`src/rtl/wb_port_arbiter.sv`:
```
// Writeback port arbiter: two in-order FIFOs (ALU, LSU) drained round-robin onto
// the single register-file write port, with pending-write flags for issue hazards.
module wb_port_arbiter #(
  parameter int unsigned DEPTH = 2,
  parameter int unsigned DW    = 32,
  parameter int unsigned AW    = 5
) (
  input  logic          clk,
  input  logic          rst_i,
  input  logic          alu_valid_i,
  input  logic [AW-1:0] alu_rd_i,
  input  logic [DW-1:0] alu_dat_i,
  output logic          alu_ready_o,
  input  logic          lsu_valid_i,
  input  logic [AW-1:0] lsu_rd_i,
  input  logic [DW-1:0] lsu_dat_i,
  output logic          lsu_ready_o,
  output logic          wr_en_o,
  output logic [AW-1:0] reg_des_o,
  output logic [DW-1:0] reg_des_dat_o,
  input  logic [AW-1:0] hz_rs1_i,
  input  logic [AW-1:0] hz_rs2_i,
  output logic          hz_rs1_pend_o,
  output logic          hz_rs2_pend_o
);

  localparam int unsigned PW = (DEPTH > 1) ? $clog2(DEPTH) : 1;
  localparam int unsigned CW = PW + 1;

  // Requester index 0 is the ALU, 1 is the LSU.
  logic [AW-1:0] rd_q   [2][DEPTH];
  logic [DW-1:0] dat_q  [2][DEPTH];
  logic [PW-1:0] wptr_q [2];
  logic [PW-1:0] wptr_d [2];
  logic [PW-1:0] rptr_q [2];
  logic [PW-1:0] rptr_d [2];
  logic [CW-1:0] cnt_q  [2];
  logic [CW-1:0] cnt_d  [2];
  logic          last_lsu_q, last_lsu_d;

  logic          in_valid [2];
  logic [AW-1:0] in_rd    [2];
  logic [DW-1:0] in_dat   [2];
  logic          ready    [2];
  logic          push     [2];
  logic          pop      [2];
  logic          not_empty[2];
  logic          gnt_lsu, gnt_alu;
  logic          rs1_hit, rs2_hit;
  logic [PW-1:0] off;

  assign in_valid[0] = alu_valid_i;
  assign in_valid[1] = lsu_valid_i;
  assign in_rd[0]    = alu_rd_i;
  assign in_rd[1]    = lsu_rd_i;
  assign in_dat[0]   = alu_dat_i;
  assign in_dat[1]   = lsu_dat_i;

  // Handshake, x0 filtering and round-robin grant, all from registered state.
  always_comb begin
    for (int r = 0; r < 2; r++) begin
      ready[r]     = (cnt_q[r] != CW'(DEPTH));
      not_empty[r] = (cnt_q[r] != '0);
      // rd=0 is accepted but dropped: writes to x0 have no effect.
      push[r]      = in_valid[r] && ready[r] && (in_rd[r] != '0);
    end
    gnt_lsu = not_empty[1] && (!not_empty[0] || !last_lsu_q);
    gnt_alu = not_empty[0] && !gnt_lsu;
    pop[0]  = gnt_alu;
    pop[1]  = gnt_lsu;
  end

  // Next-state for pointers, counts and the round-robin pointer.
  always_comb begin
    for (int r = 0; r < 2; r++) begin
      wptr_d[r] = push[r] ? wptr_q[r] + PW'(1) : wptr_q[r];
      rptr_d[r] = pop[r]  ? rptr_q[r] + PW'(1) : rptr_q[r];
      cnt_d[r]  = cnt_q[r];
      if (push[r] && !pop[r]) begin
        cnt_d[r] = cnt_q[r] + CW'(1);
      end else if (!push[r] && pop[r]) begin
        cnt_d[r] = cnt_q[r] - CW'(1);
      end
    end
    last_lsu_d = last_lsu_q;
    if (gnt_alu || gnt_lsu) begin
      last_lsu_d = gnt_lsu;
    end
  end

  // State register; reset leaves last grant at LSU so the ALU wins first.
  always_ff @(posedge clk or posedge rst_i) begin
    if (rst_i) begin
      for (int r = 0; r < 2; r++) begin
        wptr_q[r] <= '0;
        rptr_q[r] <= '0;
        cnt_q[r]  <= '0;
        for (int i = 0; i < int'(DEPTH); i++) begin
          rd_q[r][i]  <= '0;
          dat_q[r][i] <= '0;
        end
      end
      last_lsu_q <= 1'b1;
    end else begin
      for (int r = 0; r < 2; r++) begin
        if (push[r]) begin
          rd_q[r][wptr_q[r]]  <= in_rd[r];
          dat_q[r][wptr_q[r]] <= in_dat[r];
        end
        wptr_q[r] <= wptr_d[r];
        rptr_q[r] <= rptr_d[r];
        cnt_q[r]  <= cnt_d[r];
      end
      last_lsu_q <= last_lsu_d;
    end
  end

  // Write port driven by the granted head; zero when idle.
  always_comb begin
    alu_ready_o   = ready[0];
    lsu_ready_o   = ready[1];
    wr_en_o       = not_empty[0] || not_empty[1];
    reg_des_o     = '0;
    reg_des_dat_o = '0;
    if (gnt_alu) begin
      reg_des_o     = rd_q[0][rptr_q[0]];
      reg_des_dat_o = dat_q[0][rptr_q[0]];
    end else if (gnt_lsu) begin
      reg_des_o     = rd_q[1][rptr_q[1]];
      reg_des_dat_o = dat_q[1][rptr_q[1]];
    end
  end

  // Pending-write search over occupied slots of both FIFOs, head included.
  always_comb begin
    rs1_hit = 1'b0;
    rs2_hit = 1'b0;
    off     = '0;
    for (int r = 0; r < 2; r++) begin
      for (int i = 0; i < int'(DEPTH); i++) begin
        off = PW'(i) - rptr_q[r];
        if ({1'b0, off} < cnt_q[r]) begin
          if (rd_q[r][i] == hz_rs1_i) rs1_hit = 1'b1;
          if (rd_q[r][i] == hz_rs2_i) rs2_hit = 1'b1;
        end
      end
    end
    hz_rs1_pend_o = rs1_hit && (hz_rs1_i != '0);
    hz_rs2_pend_o = rs2_hit && (hz_rs2_i != '0);
  end

endmodule

```
`config.mk`:
```
export PLATFORM = sky130hd
export DESIGN_NAME = wb_port_arbiter
export DESIGN_NICKNAME = d
export VERILOG_FILES = /design/src/rtl/wb_port_arbiter.sv
export SDC_FILE = /design/constraint.sdc
export NUM_CORES = 1
export LEC_CHECK = 0
export ABC_AREA = 1
export CORE_ASPECT_RATIO = 0.75
export CORE_MARGIN = 4
export CORE_UTILIZATION = 55
export CTS_CLUSTER_SIZE = 12
export DETAILED_ROUTE_END_ITERATION = 16
export PLACE_DENSITY = 0.86
export SETUP_SLACK_MARGIN = 0.1
export SYNTH_ARGS = -nofsm -noshare
export SYNTH_HDL_FRONTEND = slang
export SYNTH_SLANG_ARGS = --single-unit
export TNS_END_PERCENT = 5
```
`constraint.sdc`:
```
create_clock -name clk -period 6.63 [get_ports clk]
set_clock_uncertainty 0.15 [all_clocks]
set_input_delay 1.326 -clock clk [delete_from_list [all_inputs] [get_ports clk]]
set_output_delay 1.326 -clock clk [all_outputs]
set_load 0.005 [all_outputs]
```
# Word level (Yosys, flattened, before mapping)
# Index checks and enable logic that the tools add are counted.
word_totals:
  latch_bits: 0
  out_inout_bits: 42
  inputBits: 88
  memories: 0
  ram_bits: 0
  reg_bits: 157
  romBits: 0
op_classes:
  n_mux: 48
  add_sub_neg: 12
  reduce_logical: 31
  order_cmp: 10
  n_shift: 0
  eq_ne: 10
  multipliers: 0
  bitwise_logic: 4
  n_div: 0
ops:
  columns: ["operator", "count"]
  rows:
  - ["$mux W32", 10]
  - ["$bwmux W64", 2]
  - ["$demux W32 S1", 2]
  - ["$mux W5", 10]
  - ["$eq A5 B5 Y1", 8]
  - ["$bwmux W10", 2]
  - ["$reduce_bool A5 Y1", 4]
  - ["$mux W1", 16]
  - ["$logic_and A1 B1 Y1", 14]
  - ["$demux W5 S1", 2]
  - ["$ge A2 B2 Y1 const B", 4]
  - ["$lt A1 B2 Y1", 4]
  - ["$mux W2", 4]
  - ["$not A1 Y2", 4]
  - ["$reduce_bool A2 Y1", 4]
  - ["$logic_not A1 Y1", 6]
  - ["$add A1 B1 Y1 const B", 4]
  - ["$add A2 B1 Y2 const B", 2]
  - ["$lt A2 B1 Y1 const B", 2]
  - ["$ne A2 B2 Y1 const B", 2]
  - ["$sub A1 B1 Y1 const A", 4]
  - ["$sub A2 B1 Y2 const B", 2]
  - ["$logic_or A1 B1 Y1", 3]

# Longest topological paths before layout
# Gate-level depths: netlist of run 1.
depth:
  word_depth: 10
  mapped_depth: 11

# Worst setup path before layout of run 1
# OpenSTA, ideal clock, no wires.
synth_timing:
  kind: "input to output"
  startpoint: "input port hz_rs1_i[1]"
  endpoint: "output port hz_rs1_pend_o"
  path_stages: 7
  n_path_buf: 0
  setup_slack_ns: 3.322
  t_arrival_ns: 1.832
  required_ns: 5.154
  cell_sequence: "inv_1 > nand2_1 > a21oi_1 > nand3_1 > nand2_1 > nor2_1 > nor2_1"
synth_between:
  elab_chain_len: 10
  word_cells_on_any_way: 14
synth_lines:
  columns: ["element", "line", "source"]
  rows:
  - ["start, declared", "21", "input logic [AW-1:0] hz_rs1_i,"]
  - ["$eq A5 B5 Y1", "143", "if (rd_q[r][i] == hz_rs1_i) rs1_hit = 1'b1;"]
  - ["$mux W1", "143", null]
  - ["$mux W1", "142", "if ({1'b0, off} < cnt_q[r]) begin"]
  - ["$mux W1", "143", null]
  - ["$mux W1", "142", null]
  - ["$mux W1", "143", null]
  - ["$mux W1", "142", null]
  - ["$mux W1", "143", null]
  - ["$mux W1", "142", null]
  - ["$logic_and A1 B1 Y1 *", "148", "hz_rs1_pend_o = rs1_hit && (hz_rs1_i != '0);"]
  - ["end, declared", "23", "output logic hz_rs1_pend_o,"]
# Mark *: on every way between the ends. The rest lies on a longest branch, timed or not.

# Worst setup path after layout of run 1
layout_timing:
  startpoint: "input port hz_rs2_i[2]"
  endpoint: "output port hz_rs2_pend_o"
layout_between:
  elab_chain_len: 10
  word_cells_on_any_way: 14
layout_lines:
  columns: ["element", "line", "source"]
  rows:
  - ["start, declared", "22", "input logic [AW-1:0] hz_rs2_i,"]
  - ["$eq A5 B5 Y1", "144", "if (rd_q[r][i] == hz_rs2_i) rs2_hit = 1'b1;"]
  - ["$mux W1", "144", null]
  - ["$mux W1", "142", null]
  - ["$mux W1", "144", null]
  - ["$mux W1", "142", null]
  - ["$mux W1", "144", null]
  - ["$mux W1", "142", null]
  - ["$mux W1", "144", null]
  - ["$mux W1", "142", null]
  - ["$logic_and A1 B1 Y1 *", "149", "hz_rs2_pend_o = rs2_hit && (hz_rs2_i != '0);"]
  - ["end, declared", "24", "output logic hz_rs2_pend_o"]
# Marks and branches as above.

==> results of run 1 <==
==> cell families after synthesis <==
group,count (synthesis),share of synthesized area
XOR/XNOR,8,0.00817
flip-flops,157,0.458
buffers and inverters,170,0.104
AO/OA/AOI/OAI,207,0.181
AND/OR/NAND/NOR,465,0.208
multiplexers,32,0.0374
adder cells (fa/ha/maj),2,0.00292
==> worst max-delay path by stage <==
| stage | startpoint | end | slack [ns] | depth (start not counted) |
|---|---|---|---|---|
| 5_1_grt | hz_rs1_i[2] | hz_rs1_pend_o | 1.78 | 10 |
| 4_1_cts | hz_rs2_i[2] | hz_rs2_pend_o | 2.01 | 10 |
| 6_report | hz_rs2_i[2] | hz_rs2_pend_o | 1.96 | 10 |
| 2_1_floorplan | rst_i | cnt_q[0]$_DFFE_PP0P_ | 0.92 | 1 |
| 3_3_place_gp | hz_rs1_i[0] | hz_rs1_pend_o | 2.02 | 10 |
| 3_5_place_dp | hz_rs1_i[2] | hz_rs1_pend_o | 2.02 | 10 |
==> stage by stage <==
step	std cells	hold slack, ns
3_3_place_gp	1331	0.313
3_5_place_dp	1331	0.317
6_report	1363	0.330
5_1_grt	1363	0.350
2_1_floorplan	1041	0.302
4_1_cts	1363	0.333
==> power by group through the flow <==
stage	sequential (mW)	combinational (mW)	clock, mW
2_1_floorplan	1.64	1.92	0
3_3_place_gp	1.75	2.63	0
3_5_place_dp	1.76	2.68	0
4_1_cts	1.75	2.71	0.958
5_1_grt	1.81	2.98	1.00
6_report	1.76	2.70	0.950
==> synth_stat cells (all sizes together) <==
library cell,number
clkbuf,10
a21boi,2
nand2,421
xnor2,2
o21ai,192
mux2i,32
nor2,28
xor2,6
a22o,5
dfrtp,156
buf,42
nor3,4
inv,118
ha,2
nand3,12
dfstp,1
a21oi,8
==> registers in the layout, indices dropped and copies added, names as in the netlist <==
name        flops
rd_q           20
dat_q         128
rptr_q          2
cnt_q           4
last_lsu_q      1
wptr_q          2
==> metal layers <==
layer / part of all wire / track usage / wire length (microns)
met4: 0.022 / 0.0796 / 482
met3: 0.062 / 0.0541 / 1330
met5: 0 / 0 / 0
met1: 0.44 / 0.333 / 9490
met2: 0.48 / 0.405 / 10200
==> area by class of cell <==
cell class / instances / area share
clock buffer: 19 / 0.0420
clock inverter: 13 / 0.0130
inverter: 118 / 0.0437
tap: 205 / 0.0249
multi-input combinational: 714 / 0.364
sequential: 157 / 0.381
timing repair buffer: 137 / 0.131
==> worst min-delay path, stage by stage, from the launching register on <==
cell     delay (ns)
dfrtp_1        0.34
nand2_1        0.06
o21ai_2        0.05
==> impl_metrics.toml, run 1 <==
[placement]
dpl.hpwl_mm = 15.0
io_buffers = 129
dpl_worst_slack_ns = 2.02
gp_congestion = 0.931
dpl-instance-area_sq_um = 9750

[drt]
final_antenna_net_count = 0
routed_via_density = 5.25
vias = 7158
post_drt_wl_per_cell_microns = 15.8
drtIter0Drc = 626
post-route-drc-count = 0
finalWirelength_mm = 21.5
drt_pass1_iterations = 6

[power_and_ir_drop]
sw_frac_of_total = 0.425
internal_power_mw = 3.11
switchingPower_mw = 2.30
p_clk_frac = 0.176
p_leak_nw = 5.23
p_seq_frac = 0.325
finalPower_mw = 5.41
peakVddDrop_mv = 0.372
p_per_area_nw_per_um2 = 525
pwr-share-comb = 0.499

[clocking]
ctsResizeCount = 0
cts_tree = "built"
cts_inserted_buffers = 17
clkSinkCount = 157
clk_pin_slew_ns = 0.06
clk_latency_ns = 0.42
clock_tree.root_cell = "clkbuf_16"
htreeDepth = 4
cts_hold_buffers = 0
clk_path_buf_depth = 2
post_cts_buffers = 0

[global_route]
grt_overflow = 0
grt_use_total = 0.247
grt_pass1_vias = 6836
antenna_found_initial = 0
grt_max_degree = 108
grt_pass1_wl_mm = 34.5

[timing]
post-route-period-util = 0.705
slew_viol_final = 0
setup_violations = 0
timing.fmax_ghz = 0.214
fin_crit_ns = 4.67
tightest_slew_ns = 1.12
finalHoldViolCount = 0
finalSetupTns_ns = 0
slew_headroom = 0.255
rsz0062_at_grt = "no"
setup_ws_ns = 1.96

[die]
fp.dieW_microns = 152
die-area_sq_um = 17700
core_area_sq_um = 15300
die_h_microns = 116
ioPinCount = 130
rows = 39
start_util = 0.561

[yosys]
yosysSeqAreaShare = 0.458
yosys.area.top_type_share = 0.455
yosys.cell_types.count = 26
yosys.area.top_type = "dfrtp_1"
yosys_register_bits = 157
ys_warn_count = 0
syn_nets = 1131
syn_area_sq_um = 8570
synth_cells = 1041
syn_avg_cell_area_sq_um = 8.23
yosys-top-cells-area = "dfrtp_1, nand2_1, o21ai_2"

[worst_setup_path]
path_buf_inv = 3
crit_chain = "clkdlybuf4s50_1 > inv_1 > nand2_1 > nand2_1 > nor2_1 > nand3_1 > nand2_1 > nor2_1 > nor2_1 > clkdlybuf4s50_1"
r2r_end = "cnt_q[3]$_DFFE_PP0P_"
r2r_slack_ns = 3.61
critical_path_class = "in -> out"
r2r-start = "cnt_q[3]$_DFFE_PP0P_"
ff2ff_path_depth = 10
crit_path_max_fanout = 5
cp.required_ns = 5.15
slowest_delay_ns = 0.62
slowest_stage = "clkdlybuf4s50_1"
critPathTopFamily = "buffers and inverters"
crit_path_end_kind = "primary output"
arrival_ns = 3.20
worst_setup_path_start_kind = "input port"

[hold_path]
holdPathEnd = "dat_q[2]$_DFFE_PP0P_"
min_from = "dat_q[2]$_DFFE_PP0P_"
hold_path_depth = 2
hp-class = "reg -> reg"

[finish]
area_growth_pct = 20.3
nFillCells = 1224
layout-drive-gt1-share = 0.160
final_cell_mix = "nand2_1, dfrtp_1, clkdlybuf4s50_1, o21ai_2, inv_1"
final_common_cell = "nand2_1"
multiInputGateArea_sq_um = 3760
post-route-util = 0.675
n_antenna_cell = 0
design_area_sq_um = 10300
nets = 1235
regArea_sq_um = 3930

[run_status]
status = "finished, final reports clean"

[flow_run]
drv_cap = 0
Power figures use the tool's default switching activity.
==> run 2, diff against run 1 <==
clock period = 4.3 ns   (was 6.63 ns; I/O delays follow)
==> impl_metrics.toml, run 2 (synthesis results as in run 1) <==
[finish]
multiInputGateArea_sq_um = 3760
final_cell_mix = "nand2_1, dfrtp_1, clkdlybuf4s50_1, o21ai_2, inv_1"
reg_top3 = "dat_q x128, rd_q x20, cnt_q x4"
layout-drive-gt1-share = 0.163
nets = 1238
regMostFlops = "dat_q"
largest_register_ffs = 128
nFillCells = 1242
final_common_cell = "nand2_1"
regArea_sq_um = 3930
area_growth_pct = 21.8
n_antenna_cell = 0

[placement]
io_buffers = 129
dpl.hpwl_mm = 14.8
gp_congestion = 0.963

[worst_setup_path]
critPathTopFamily = "buffers and inverters"
crit_chain = "inv_2 > nand2_2 > inv_1 > nor2_4 > inv_4 > o21ai_0 > clkdlybuf4s50_1"
critical_path_class = "reg -> out"
crit_path_end_kind = "primary output"
cp.required_ns = 3.29
path_buf_inv = 4
arrival_ns = 2.75
crit_path_max_fanout = 33
worst_setup_path_start_kind = "register"
slowest_stage = "clkdlybuf4s50_1"
slowest_delay_ns = 0.60

[timing]
rsz0062_at_grt = "no"
tightest_slew_ns = 0.873
finalHoldViolCount = 0
post-route-period-util = 0.874
slew_viol_final = 0
hold_ws_ns = 0.328
finalSetupTns_ns = 0
slew_headroom = 0.418
fin_crit_ns = 3.76
timing.fmax_ghz = 0.266
setup_violations = 0

[clocking]
ctsResizeCount = 0
clk_pin_slew_ns = 0.06
cts_hold_buffers = 0
clk_path_buf_depth = 2
post_cts_buffers = 0
cts_inserted_buffers = 17
clkSinkCount = 157
clock_tree.root_cell = "clkbuf_16"
clk_latency_ns = 0.43
cts_tree = "built"
htreeDepth = 4

[die]
die-area_sq_um = 17700
rows = 39
ioPinCount = 130
die_h_microns = 116
start_util = 0.561
core_area_sq_um = 15300
fp.dieW_microns = 152

[global_route]
grt_pass1_vias = 7117
grt_pass1_wl_mm = 35.1
grt_use_total = 0.249
grt_overflow = 0
antenna_found_initial = 1
grt_max_degree = 158

[flow_run]
drv_cap = 0

[power_and_ir_drop]
p_per_area_nw_per_um2 = 812
switchingPower_mw = 3.53
internal_power_mw = 4.95
peakVddDrop_mv = 0.504
p_clk_frac = 0.181
p_seq_frac = 0.316
p_leak_nw = 5.29
sw_frac_of_total = 0.416
pwr-share-comb = 0.504

[drt]
met2WireLength_mm = 10.5
finalWirelength_mm = 21.5
drtIter0Drc = 547
post_drt_wl_per_cell_microns = 15.7
drt_pass1_iterations = 5
routed_via_density = 5.24
final_antenna_net_count = 0
top_layer = "met5"
post-route-drc-count = 0
route.met3.wl_mm = 1.68
m1WireLength_mm = 8.89
vias = 7153

[hold_path]
hp-class = "reg -> reg"

[run_status]
status = "finished, final reports clean"
run 2: changes by cell type in the layout (fill, tap and decap cells not counted):
cell / previous run / this run
buf_12: 0 / 6
clkinv_2: 1 / 2
buf_4: 8 / 5
clkinv_4: 1 / 0
inv_8: 3 / 1
clkbuf_1: 2 / 1
inv_6: 4 / 3
clkbuf_8: 0 / 3
bufinv_16: 1 / 2
run 2: through the flow:
stage          utilization  instance area (sq um)  instances  power (mW)  setup slack (ns)
6_report             0.684                  10400       1366        8.48             0.543
5_1_grt              0.684                  10400       1366        9.10             0.448
4_1_cts              0.684                  10400       1366        8.50             0.592
3_5_place_dp         0.644                   9840       1334        6.92             0.630
3_3_place_gp         0.644                   9840       1334        6.80             0.622
2_1_floorplan            -                   8580       1041        5.49              1.30
run 2: worst paths after layout:
path                                       start                      to  slack [ns]  depth (start not counted)
min reg2reg                dat_q[31]$_DFFE_PP0P_   dat_q[31]$_DFFE_PP0P_        0.33                          2
max in group asynchronous                  rst_i  dat_q[119]$_DFFE_PP0P_        2.50                          3
max reg2reg                 cnt_q[2]$_DFFE_PP0P_    cnt_q[3]$_DFFE_PP0P_        1.95                          9
max                         cnt_q[2]$_DFFE_PP0P_       reg_des_dat_o[12]        0.54                          7
min                        dat_q[31]$_DFFE_PP0P_   dat_q[31]$_DFFE_PP0P_        0.33                          2
min in group asynchronous                  rst_i   dat_q[51]$_DFFE_PP0P_        0.82                          3
run 2: final cells by class:
| type | instances | area share |
|---|---|---|
| Timing Repair Buffer | 140 | 0.139 |
| Clock inverter | 11 | 0.0125 |
| Clock buffer | 21 | 0.0451 |
| Inverter | 118 | 0.0430 |
| Sequential cell | 157 | 0.376 |
| Tap cell | 205 | 0.0246 |
| Multi-Input combinational cell | 714 | 0.360 |
run 2: worst reg2reg max path, delay by kind of cell, from the launching register on:
kind	cells	cell delay, ns
buffers and inverters	2	0.53
DFF	1	0.42
AOI/OAI and AO/OA	3	0.41
adders and majority gates	1	0.37
and+or+nand+nor	2	0.22
xor gates and xnor gates	1	0.15
run 2: power by group through the flow:
| stage | Sequential [mW] | Combinational, mW | Clock [mW] |
|---|---|---|---|
| finish | 2.68 | 4.27 | 1.53 |
| global route | 2.77 | 4.71 | 1.62 |
| CTS | 2.67 | 4.29 | 1.54 |
| detailed placement | 2.68 | 4.24 | 0 |
| global placement | 2.65 | 4.15 | 0 |
| floorplan | 2.53 | 2.95 | 0 |
run 2: layer usage:
| metal | vias to the layer above | global-route usage |
|---|---|---|
| met1 | 3376 | 0.318 |
| met3 | 37 | 0.0633 |
| met2 | 254 | 0.427 |
| met5 | - | 0 |
| met4 | 2 | 0.0725 |
| li1 | 3484 | - |
==> run 3, diff against run 2 <==
GPL_TIMING_DRIVEN = 0   (was unset)
MAX_ROUTING_LAYER = met4   (was unset)
==> impl_metrics.toml, run 3 (synthesis results as in run 1) <==
[run_status]
status = "finished, final reports clean"

[clocking]
post_cts_buffers = 0
clkSinkCount = 157
ctsResizeCount = 0
clk_latency_ns = 0.43
clk_pin_slew_ns = 0.07
cts_hold_buffers = 0
clk_path_buf_depth = 2
cts_tree = "built"
htreeDepth = 4
cts_inserted_buffers = 17
clock_tree.root_cell = "clkbuf_16"

[hold_path]
hold_path_depth = 2
hp-class = "reg -> reg"

[timing]
setup_violations = 0
finalHoldViolCount = 0
post-route-period-util = 0.878
rsz0062_at_grt = "no"
tightest_slew_ns = 0.596
finalSetupTns_ns = 0
fin_crit_ns = 3.78
hold_ws_ns = 0.330
timing.fmax_ghz = 0.265
slew_viol_final = 0
slew_headroom = 0.602

[die]
fp.dieW_microns = 152
ioPinCount = 130
start_util = 0.561
rows = 39
die_h_microns = 116
core_area_sq_um = 15300
die-area_sq_um = 17700

[finish]
final_common_cell = "nand2_1"
nets = 1283
reg_top3 = "dat_q x128, rd_q x20, cnt_q x4"
area_growth_pct = 25.6
largest_register_ffs = 128
final_cell_mix = "nand2_1, dfrtp_1, clkdlybuf4s50_1, o21ai_2, inv_1"
regMostFlops = "dat_q"
layout-drive-gt1-share = 0.186
n_antenna_cell = 0

[drt]
post-route-drc-count = 0
drt_pass1_iterations = 5
vias = 7544
post_drt_wl_per_cell_microns = 17.3
finalWirelength_mm = 24.4
routed_via_density = 5.35
final_antenna_net_count = 0
drtIter0Drc = 632

[global_route]
grt_pass1_vias = 7515
antenna_found_initial = 0
grt_overflow = 0
grt_max_degree = 44
grt_pass1_wl_mm = 39.2
grt_use_total = 0.291

[worst_setup_path]
ff2ff_path_depth = 11
crit_path_max_fanout = 5
cp.required_ns = 3.29
crit_path_end_kind = "primary output"
worst_setup_path_start_kind = "input port"
arrival_ns = 2.77
critical_path_class = "in -> out"

[placement]
gp_congestion = 0.955
io_buffers = 129
dpl.hpwl_mm = 17.9

[power_and_ir_drop]
p_per_area_nw_per_um2 = 818
peakVddDrop_mv = 0.622
p_leak_nw = 5.47

[flow_run]
drv_cap = 0
## run 3: cell count changes in the layout (fill, tap and decap cells not counted), moves of 3 or more
cell / before / now
buf_4: 5 / 0
buf_6: 0 / 31
clkbuf_8: 3 / 0
clkbuf_1: 1 / 9
buf_2: 0 / 11
## run 3: cell type report
| class | instances | area (sq um) |
|---|---|---|
| fillers | 1185 | 4510 |
| flip-flops and latches | 157 | 3930 |
| multi-input cells | 714 | 3750 |
| repair buffers | 133 | 1370 |
| inverters | 118 | 449 |
| plain buffers | 52 | 443 |
| clock buffers | 17 | 425 |
| well taps | 205 | 256 |
| clock inverters | 15 | 134 |
## run 3: through the flow
step	utilization	setup slack (ns)	power, mW	cells	instance area, sq um
global placement	0.663	0.0265	7.13	1375	10100
floorplan	-	1.30	5.49	1041	8580
global route	0.705	0.372	9.38	1411	10800
finish	0.705	0.524	8.80	1411	10800
CTS	0.705	0.541	8.76	1411	10800
detailed placement	0.668	0.539	7.26	1379	10200
## run 3: final timing paths
kind	end	startpoint	slack (ns)
worst max-delay path	hz_rs2_pend_o	hz_rs2_i[2]	0.52
worst min-delay path	dat_q[124]$_DFFE_PP0P_	dat_q[124]$_DFFE_PP0P_	0.33
worst max register to register	cnt_q[3]$_DFFE_PP0P_	cnt_q[1]$_DFFE_PP0P_	1.97
worst min register to register	dat_q[124]$_DFFE_PP0P_	dat_q[124]$_DFFE_PP0P_	0.33
max in group asynchronous	dat_q[64]$_DFFE_PP0P_	rst_i	2.61
min in group asynchronous	dat_q[18]$_DFFE_PP0P_	rst_i	0.65
## run 3: power by group
part           internal, mW  switching [mW]
clock network         0.763           0.683
logic                  2.05            2.66
registers              2.19           0.466
total                  5.00            3.80
## run 3: worst max-delay path, cell delays in order
cell and delay, ns:
clkdlybuf4s50_1 0.61, inv_1 0.17, nand2_1 0.09, nand2_1 0.04
nor2_1 0.16, nand3_1 0.12, nand2_1 0.08, nor2_1 0.05
nor2_1 0.08, clkdlybuf4s50_1 0.50
## run 3: per-layer routing
metal	vias to the layer above	global-route usage	part of all wire
li1	3573	-	-
met1	3565	0.394	0.42
met2	366	0.460	0.47
met3	40	0.0556	0.090
met4	0	0.0725	0.019
met5	-	-	0
